<file path="config.mk">
export PLATFORM = sky130hd
export DESIGN_NAME = countdown_timer_flat
export DESIGN_NICKNAME = d
export VERILOG_FILES = /design/src/rtl/countdown_timer_if.sv /design/src/rtl/countdown_timer.sv /design/src/flat_wrapper.sv
export SDC_FILE = /design/constraint.sdc
export NUM_CORES = 1
export LEC_CHECK = 0
export CAP_MARGIN = 20
export CELL_PAD_IN_SITES_DETAIL_PLACEMENT = 1
export CELL_PAD_IN_SITES_GLOBAL_PLACEMENT = 1
export CORE_AREA = 2 2 39 41
export DETAILED_ROUTE_END_ITERATION = 7
export DIE_AREA = 0 0 41 43
export MAX_ROUTING_LAYER = met4
export PLACE_DENSITY_LB_ADDON = 0.1
export SLEW_MARGIN = 20
export SYNTH_ARGS = -nofsm -noshare
export SYNTH_HDL_FRONTEND = slang
export SYNTH_SLANG_ARGS = --single-unit
</file>
<file path="constraint.sdc">
create_clock -name clk -period 2.3 [get_ports clk]
set_input_delay 0.23 -clock clk [delete_from_list [all_inputs] [get_ports clk]]
set_output_delay 0.23 -clock clk [all_outputs]
set_load 0.01 [all_outputs]
</file>
<file path="src/rtl/countdown_timer_if.sv">
// Load/count handshake bundle for countdown_timer.
// The timer sits on the slave side; the stimulus or owning logic is the master.
interface countdown_timer_if #(
  parameter int WIDTH = 3
);
  logic             load_valid;
  logic [WIDTH-1:0] load_value;
  logic             load_ready;
  logic             abort;
  logic [WIDTH-1:0] cnt;
  logic             busy;
  logic             done;

  modport master (
    output load_valid, load_value, abort,
    input  load_ready, cnt, busy, done
  );

  modport slave (
    input  load_valid, load_value, abort,
    output load_ready, cnt, busy, done
  );
endinterface

</file>
<file path="src/rtl/countdown_timer.sv">
// countdown_timer: loadable down-counter with valid/ready load, abort and a
// registered one-cycle done pulse when the count expires at zero.
// Optional feature macro: COUNTDOWN_AUTO_RELOAD_EN (periodic auto-reload;
// loads are also accepted while running and update the reload value).
module countdown_timer #(
  parameter int WIDTH = 3
) (
  input  logic                   clk,
  input  logic                   rst,
  countdown_timer_if.slave       tmr
);

  localparam logic [0:0] S_IDLE = 1'b0;
  localparam logic [0:0] S_RUN  = 1'b1;

  logic [0:0]       state_q,  state_d;
  logic [WIDTH-1:0] cnt_q,    cnt_d;
  logic [WIDTH-1:0] reload_q, reload_d;
  logic             done_q,   done_d;
  logic             load_ready;
  logic             accept;

`ifdef COUNTDOWN_AUTO_RELOAD_EN
  assign load_ready = 1'b1;
`else
  assign load_ready = (state_q == S_IDLE);
`endif

  assign accept = tmr.load_valid & load_ready;

  // Next-state logic: in RUN, abort beats expiry, expiry beats decrement.
  always_comb begin
    state_d  = state_q;
    cnt_d    = cnt_q;
    reload_d = reload_q;
    done_d   = 1'b0;
    if (state_q == S_IDLE) begin
      // abort has no effect while idle; cnt simply holds
      if (accept) begin
        cnt_d    = tmr.load_value;
        reload_d = tmr.load_value;
        state_d  = S_RUN;
      end
    end else begin
`ifdef COUNTDOWN_AUTO_RELOAD_EN
      // a load while running only retargets the next period
      if (accept) begin
        reload_d = tmr.load_value;
      end
      if (tmr.abort) begin
        state_d = S_IDLE;
        cnt_d   = '0;
      end else if (cnt_q == '0) begin
        done_d = 1'b1;
        // a load landing on the expiry edge goes straight into the count
        cnt_d  = accept ? tmr.load_value : reload_q;
      end else begin
        cnt_d = cnt_q - WIDTH'(1);
      end
`else
      if (tmr.abort) begin
        state_d = S_IDLE;
        cnt_d   = '0;
      end else if (cnt_q == '0) begin
        done_d  = 1'b1;
        state_d = S_IDLE;
      end else begin
        cnt_d = cnt_q - WIDTH'(1);
      end
`endif
    end
  end

  // State registers with asynchronous reset back to idle and zero count.
  always_ff @(posedge clk or posedge rst) begin
    if (rst) begin
      state_q  <= S_IDLE;
      cnt_q    <= '0;
      reload_q <= '0;
      done_q   <= 1'b0;
    end else begin
      state_q  <= state_d;
      cnt_q    <= cnt_d;
      reload_q <= reload_d;
      done_q   <= done_d;
    end
  end

  assign tmr.load_ready = load_ready;
  assign tmr.cnt        = cnt_q;
  assign tmr.busy       = (state_q == S_RUN);
  assign tmr.done       = done_q;

endmodule

</file>
<file path="src/flat_wrapper.sv">
// flat-port wrapper written by rule: the top's interface ports become plain ports
module countdown_timer_flat 
#(
  parameter int WIDTH = 3
)
  (clk, rst, tmr_load_valid, tmr_load_value, tmr_abort, tmr_load_ready, tmr_cnt, tmr_busy, tmr_done);
  countdown_timer_if #(.WIDTH(WIDTH)) tmr_i ();
  input  logic clk;
  input  logic rst;
  input wire logic [$bits(tmr_i.load_valid)-1:0] tmr_load_valid;
  input wire logic [$bits(tmr_i.load_value)-1:0] tmr_load_value;
  input wire logic [$bits(tmr_i.abort)-1:0] tmr_abort;
  output wire logic [$bits(tmr_i.load_ready)-1:0] tmr_load_ready;
  output wire logic [$bits(tmr_i.cnt)-1:0] tmr_cnt;
  output wire logic [$bits(tmr_i.busy)-1:0] tmr_busy;
  output wire logic [$bits(tmr_i.done)-1:0] tmr_done;
  assign tmr_i.load_valid = tmr_load_valid;
  assign tmr_i.load_value = tmr_load_value;
  assign tmr_i.abort = tmr_abort;
  assign tmr_load_ready = tmr_i.load_ready;
  assign tmr_cnt = tmr_i.cnt;
  assign tmr_busy = tmr_i.busy;
  assign tmr_done = tmr_i.done;
  countdown_timer #(.WIDTH(WIDTH)) u_core (.clk(clk), .rst(rst), .tmr(tmr_i));
endmodule
</file>
### Word-level counts from Yosys, hierarchy flattened

Cells that the tools add are included.

* logic and storage cells: 21
* bits of input ports: 7
* flip-flop bits (word level): 5

* $add $sub $neg: 1
* reductions and logical operators: 3
* bitwise gates (word level): 2
* equal/unequal tests: 1
* multiplexer cells: 11

Operator list (count)
* 3-bit two-way mux: 4
* 1-bit two-way mux: 7
* 3-bit logical NOT: 1
* 3-bit != test (second input constant): 1
* 3-bit by 1-bit subtractor with 3-bit output (second input constant): 1
* 2-bit AND reduction: 1
* 2-bit nonzero test: 1
* 1-bit bitwise AND: 1
* 1-bit inverter: 1

### Depth between registers and ports, before layout

* depth in word-level cells: 4
* mapped depth: 5

### Least setup slack after synthesis

OpenSTA, ideal clock, no wires.

* path kind: register to register
* start: reg u_core.cnt_q[0], in the netlist u_core.tmr.cnt[0]
* end: reg u_core.cnt_q[2], in the netlist u_core.tmr.cnt[2]
* stages on the path, launching flop included: 6
* setup slack: 1034 ps
* arrival: 1145 ps
* setup time: 121 ps
* cells stage by stage: dfrtp_1 > inv_1 > ha_1 > nor4bb_1 > a21o_1 > a22o_1

* cells in the longest elaborated chain, start to end: 4
* elaborated cells on any way between the ends: 7
* classes of those cells: add/sub: 1; eq/ne: 1; mux: 3; reduce/logical: 2

RTL lines
* start: declaration: RTL line countdown_timer.sv:17 `logic [WIDTH-1:0] cnt_q, cnt_d;`
* start signal: assignment: RTL line countdown_timer.sv:83 `cnt_q <= cnt_d;`
* 3-bit by 1-bit subtractor with 3-bit output: RTL line countdown_timer.sv:68 `cnt_d = cnt_q - WIDTH'(1);`
* 3-bit two-way mux: RTL line countdown_timer.sv:64 `end else if (cnt_q == '0) begin`
* 3-bit two-way mux: RTL line countdown_timer.sv:61 `if (tmr.abort) begin`
* 3-bit two-way mux: RTL line countdown_timer.sv:37 `if (state_q == S_IDLE) begin`

Several ways; a longest one is shown, not always the timed one. The select of a mux whose other input is x is not followed.
A chain may end at the register's enable or synchronous reset.

### Worst setup path in the final report

* start: reg u_core.state_q, in the netlist u_core.tmr.busy
* end: out tmr_load_ready

* cells in the longest elaborated chain, start to end: 1

RTL lines
* start: declaration: RTL line countdown_timer.sv:16 `logic [0:0] state_q, state_d;`
* start signal: assignment: RTL line countdown_timer.sv:82 `state_q <= state_d;`
* 1-bit inverter
* end: declaration: RTL line flat_wrapper.sv:13 `output wire logic [$bits(tmr_i.load_ready)-1:0] tmr_load_ready;`

No other way between the ends.

==> impl_metrics.yaml <==
timing:
  post-route-min-period_ns: 1.67
  worst_slew_pin_slew_ns: 0.242
  final_hold_viol_count: 0
  post-route-period-util_pct: 72.7
  timing_max_transition_violations_final: 0
  grt_setup_unrepaired: "no"
  relSlewSlack_pct: 83.6
  finalSetupTns_ns: 0
  fmax_mhz: 598
  setup_viol: 0
  clock_skew_ns: 0.00523
global_routing:
  gr-total-overflow: 0
  first_global_vias: 293
  grt_max_degree: 9
  antenna_found_initial: 0
  grt_usage_pct: 10.2
  grt_pass1_wl_um: 1150
clocking:
  clockBufferDepth: 2
  cts-root-buf: "clkbuf_4"
  cts.sinks: 5
  clock_latency_ns: 0.24
  cts_tree: "done"
  numCtsBuffers: 3
  cts_hold_buf: 0
  path_clk_slew_ns: 0.04
  cts_setup_buffers: 0
  htree_num_levels: 1
  cts_resized: 0
placement:
  place_hpwl_um: 566
  port-buffer-count: 12
  place_inst: 54
  dpl_cell_area_sq_um: 422
  gp_congestion: 0.700
synthesis:
  synth_fp_nets: 35
  avgSynthCellArea_sq_um: 10.8
  seq_area_frac_synth_pct: 44.4
  post_synth_instance_area_sq_um: 282
  ys_seq_elements: 5
  yosysWarningCount: 0
  synthCells: 26
  synth_cell_types: 16
power_and_ir_drop:
  leakagePower_nw: 0.206
  p_per_area_nw_per_um2: 1160
  peakVddDrop_uv: 244
die:
  initial_core_util_pct: 20.3
  rows: 14
  die_w_um: 41
  die-area_sq_um: 1760
  pin_count: 13
  die_y_um: 43
  core_sq_um: 1380
detailed_routing:
  wl_um: 674
  drt-vias-per-instance: 4.36
  firstDrtPassIters: 1
  wl_per_cell_um: 11.6
  drc: 0
  drt-initial-drc-count: 0
  ant_nets: 0
  vias: 253
finish:
  final_cell_mix: "clkdlybuf4s50_1 (12), dfrtp_1 (5), inv_1 (4)"
  final_layout_size_suffix_gt1_share_pct: 11.9
  diodes: 0
  mostFrequentLayoutCell: "clkdlybuf4s50_1"
  final_net_count: 52
  area_growth_pct: 59.1
  final_area_sq_um: 448
  final_cells: 58
job:
  drv_cap: 0
critical_path:
  critPathMaxFanout: 8
  required_ns: 2.07
  critPathLaunchType: "flip-flop"
  critical_path_class: "flip-flop to primary output"
  critPathArrivalTime_ns: 1.44
  endpoint_kind: "primary output"
outcome:
  status: "finished clean"
worst_hold_path:
  hold_path_class: "input pin to async pin"
[through the flow]
stage                     worst slack [ns]  utilization [%]  total power [W]  hold WS [ns]
after floorplan                       1.03                -         0.000298       0.00852
after global placement               0.803             30.5         0.000422         0.436
after detailed placement             0.779             30.5         0.000426         0.446
after CTS                            0.607             32.4         0.000530         0.194
after global routing                 0.554             32.4         0.000568         0.217
final                                0.628             32.4         0.000518         0.188
[sequential cells by signal (all words and copies together), names as in the netlist]
signal           count
u_core.tmr.done      1
u_core.tmr.busy      1
u_core.tmr.cnt       3
[area by class of cell]
| cell class | count | area [sq um] |
|---|---|---|
| fill | 170 | 936 |
| inverter | 4 | 15.0 |
| timing repair buffer | 12 | 120 |
| sequential | 5 | 125 |
| tap | 16 | 20.0 |
| clock buffer | 4 | 26.3 |
| multi-input combinational | 17 | 141 |
[cells by family after synthesis]
kind of cell / count (synthesis) / synth area share, %
AOI/OAI and AO/OA: 7 / 19.1
adders and majority gates: 2 / 8.89
buffers and inverters: 4 / 5.33
DFF: 5 / 44.4
muxes: 2 / 7.11
and+or+nand+nor: 6 / 15.1
[critical path, stage by stage, from the launching register on]
cell and delay [ns]:
dfrtp_1 0.46, inv_1 0.18, clkdlybuf4s50_1 0.57
[final timing paths]
kind,to,from,slack (ns),depth (start not counted)
max,tmr_load_ready,u_core.tmr.busy,0.63,2
min,u_core.tmr.cnt[1],rst,0.19,2
max reg2reg,u_core.tmr.cnt[2],u_core.tmr.cnt[0],1.00,5
min reg2reg,u_core.tmr.cnt[2],u_core.tmr.cnt[2],0.56,1
max in group asynchronous,u_core.tmr.cnt[0],rst,1.94,2
min in group clk,u_core.tmr.cnt[2],u_core.tmr.cnt[2],0.56,1
[power breakdown]
group | total [W] | switching (W) | internal [W]
clock network | 0.0000982 | 0.0000328 | 0.0000654
logic | 0.000265 | 0.000116 | 0.000148
registers | 0.000155 | 0.0000321 | 0.000123
total | 0.000518 | 0.000181 | 0.000337
[Yosys cell counts (all sizes together)]
library cell / number / area [sq um]
a21o: 1 / 7.51
a21oi: 1 / 5.00
a22o: 2 / 17.5
a22oi: 1 / 7.51
dfrtp: 5 / 125
ha: 2 / 25.0
inv: 4 / 15.0
mux2i: 2 / 20.0
nand2b: 2 / 15.0
nor2: 1 / 3.75
nor2b: 1 / 6.26
nor3b: 1 / 7.51
nor4bb: 1 / 10.0
o22a: 1 / 10.0
o22ai: 1 / 6.26
[layer usage]
metal | part of all wire (%) | routed length, um | track usage (%) | vias to the layer above
li1 | - | - | - | 124
met1 | 44 | 297 | 12.8 | 118
met2 | 46 | 311 | 14.1 | 9
met3 | 8.3 | 56 | 1.57 | 2
met4 | 1.3 | 9 | 8.00 | 0
met5 | 0 | 0 | - | -
(Power assumes the default switching activity.)
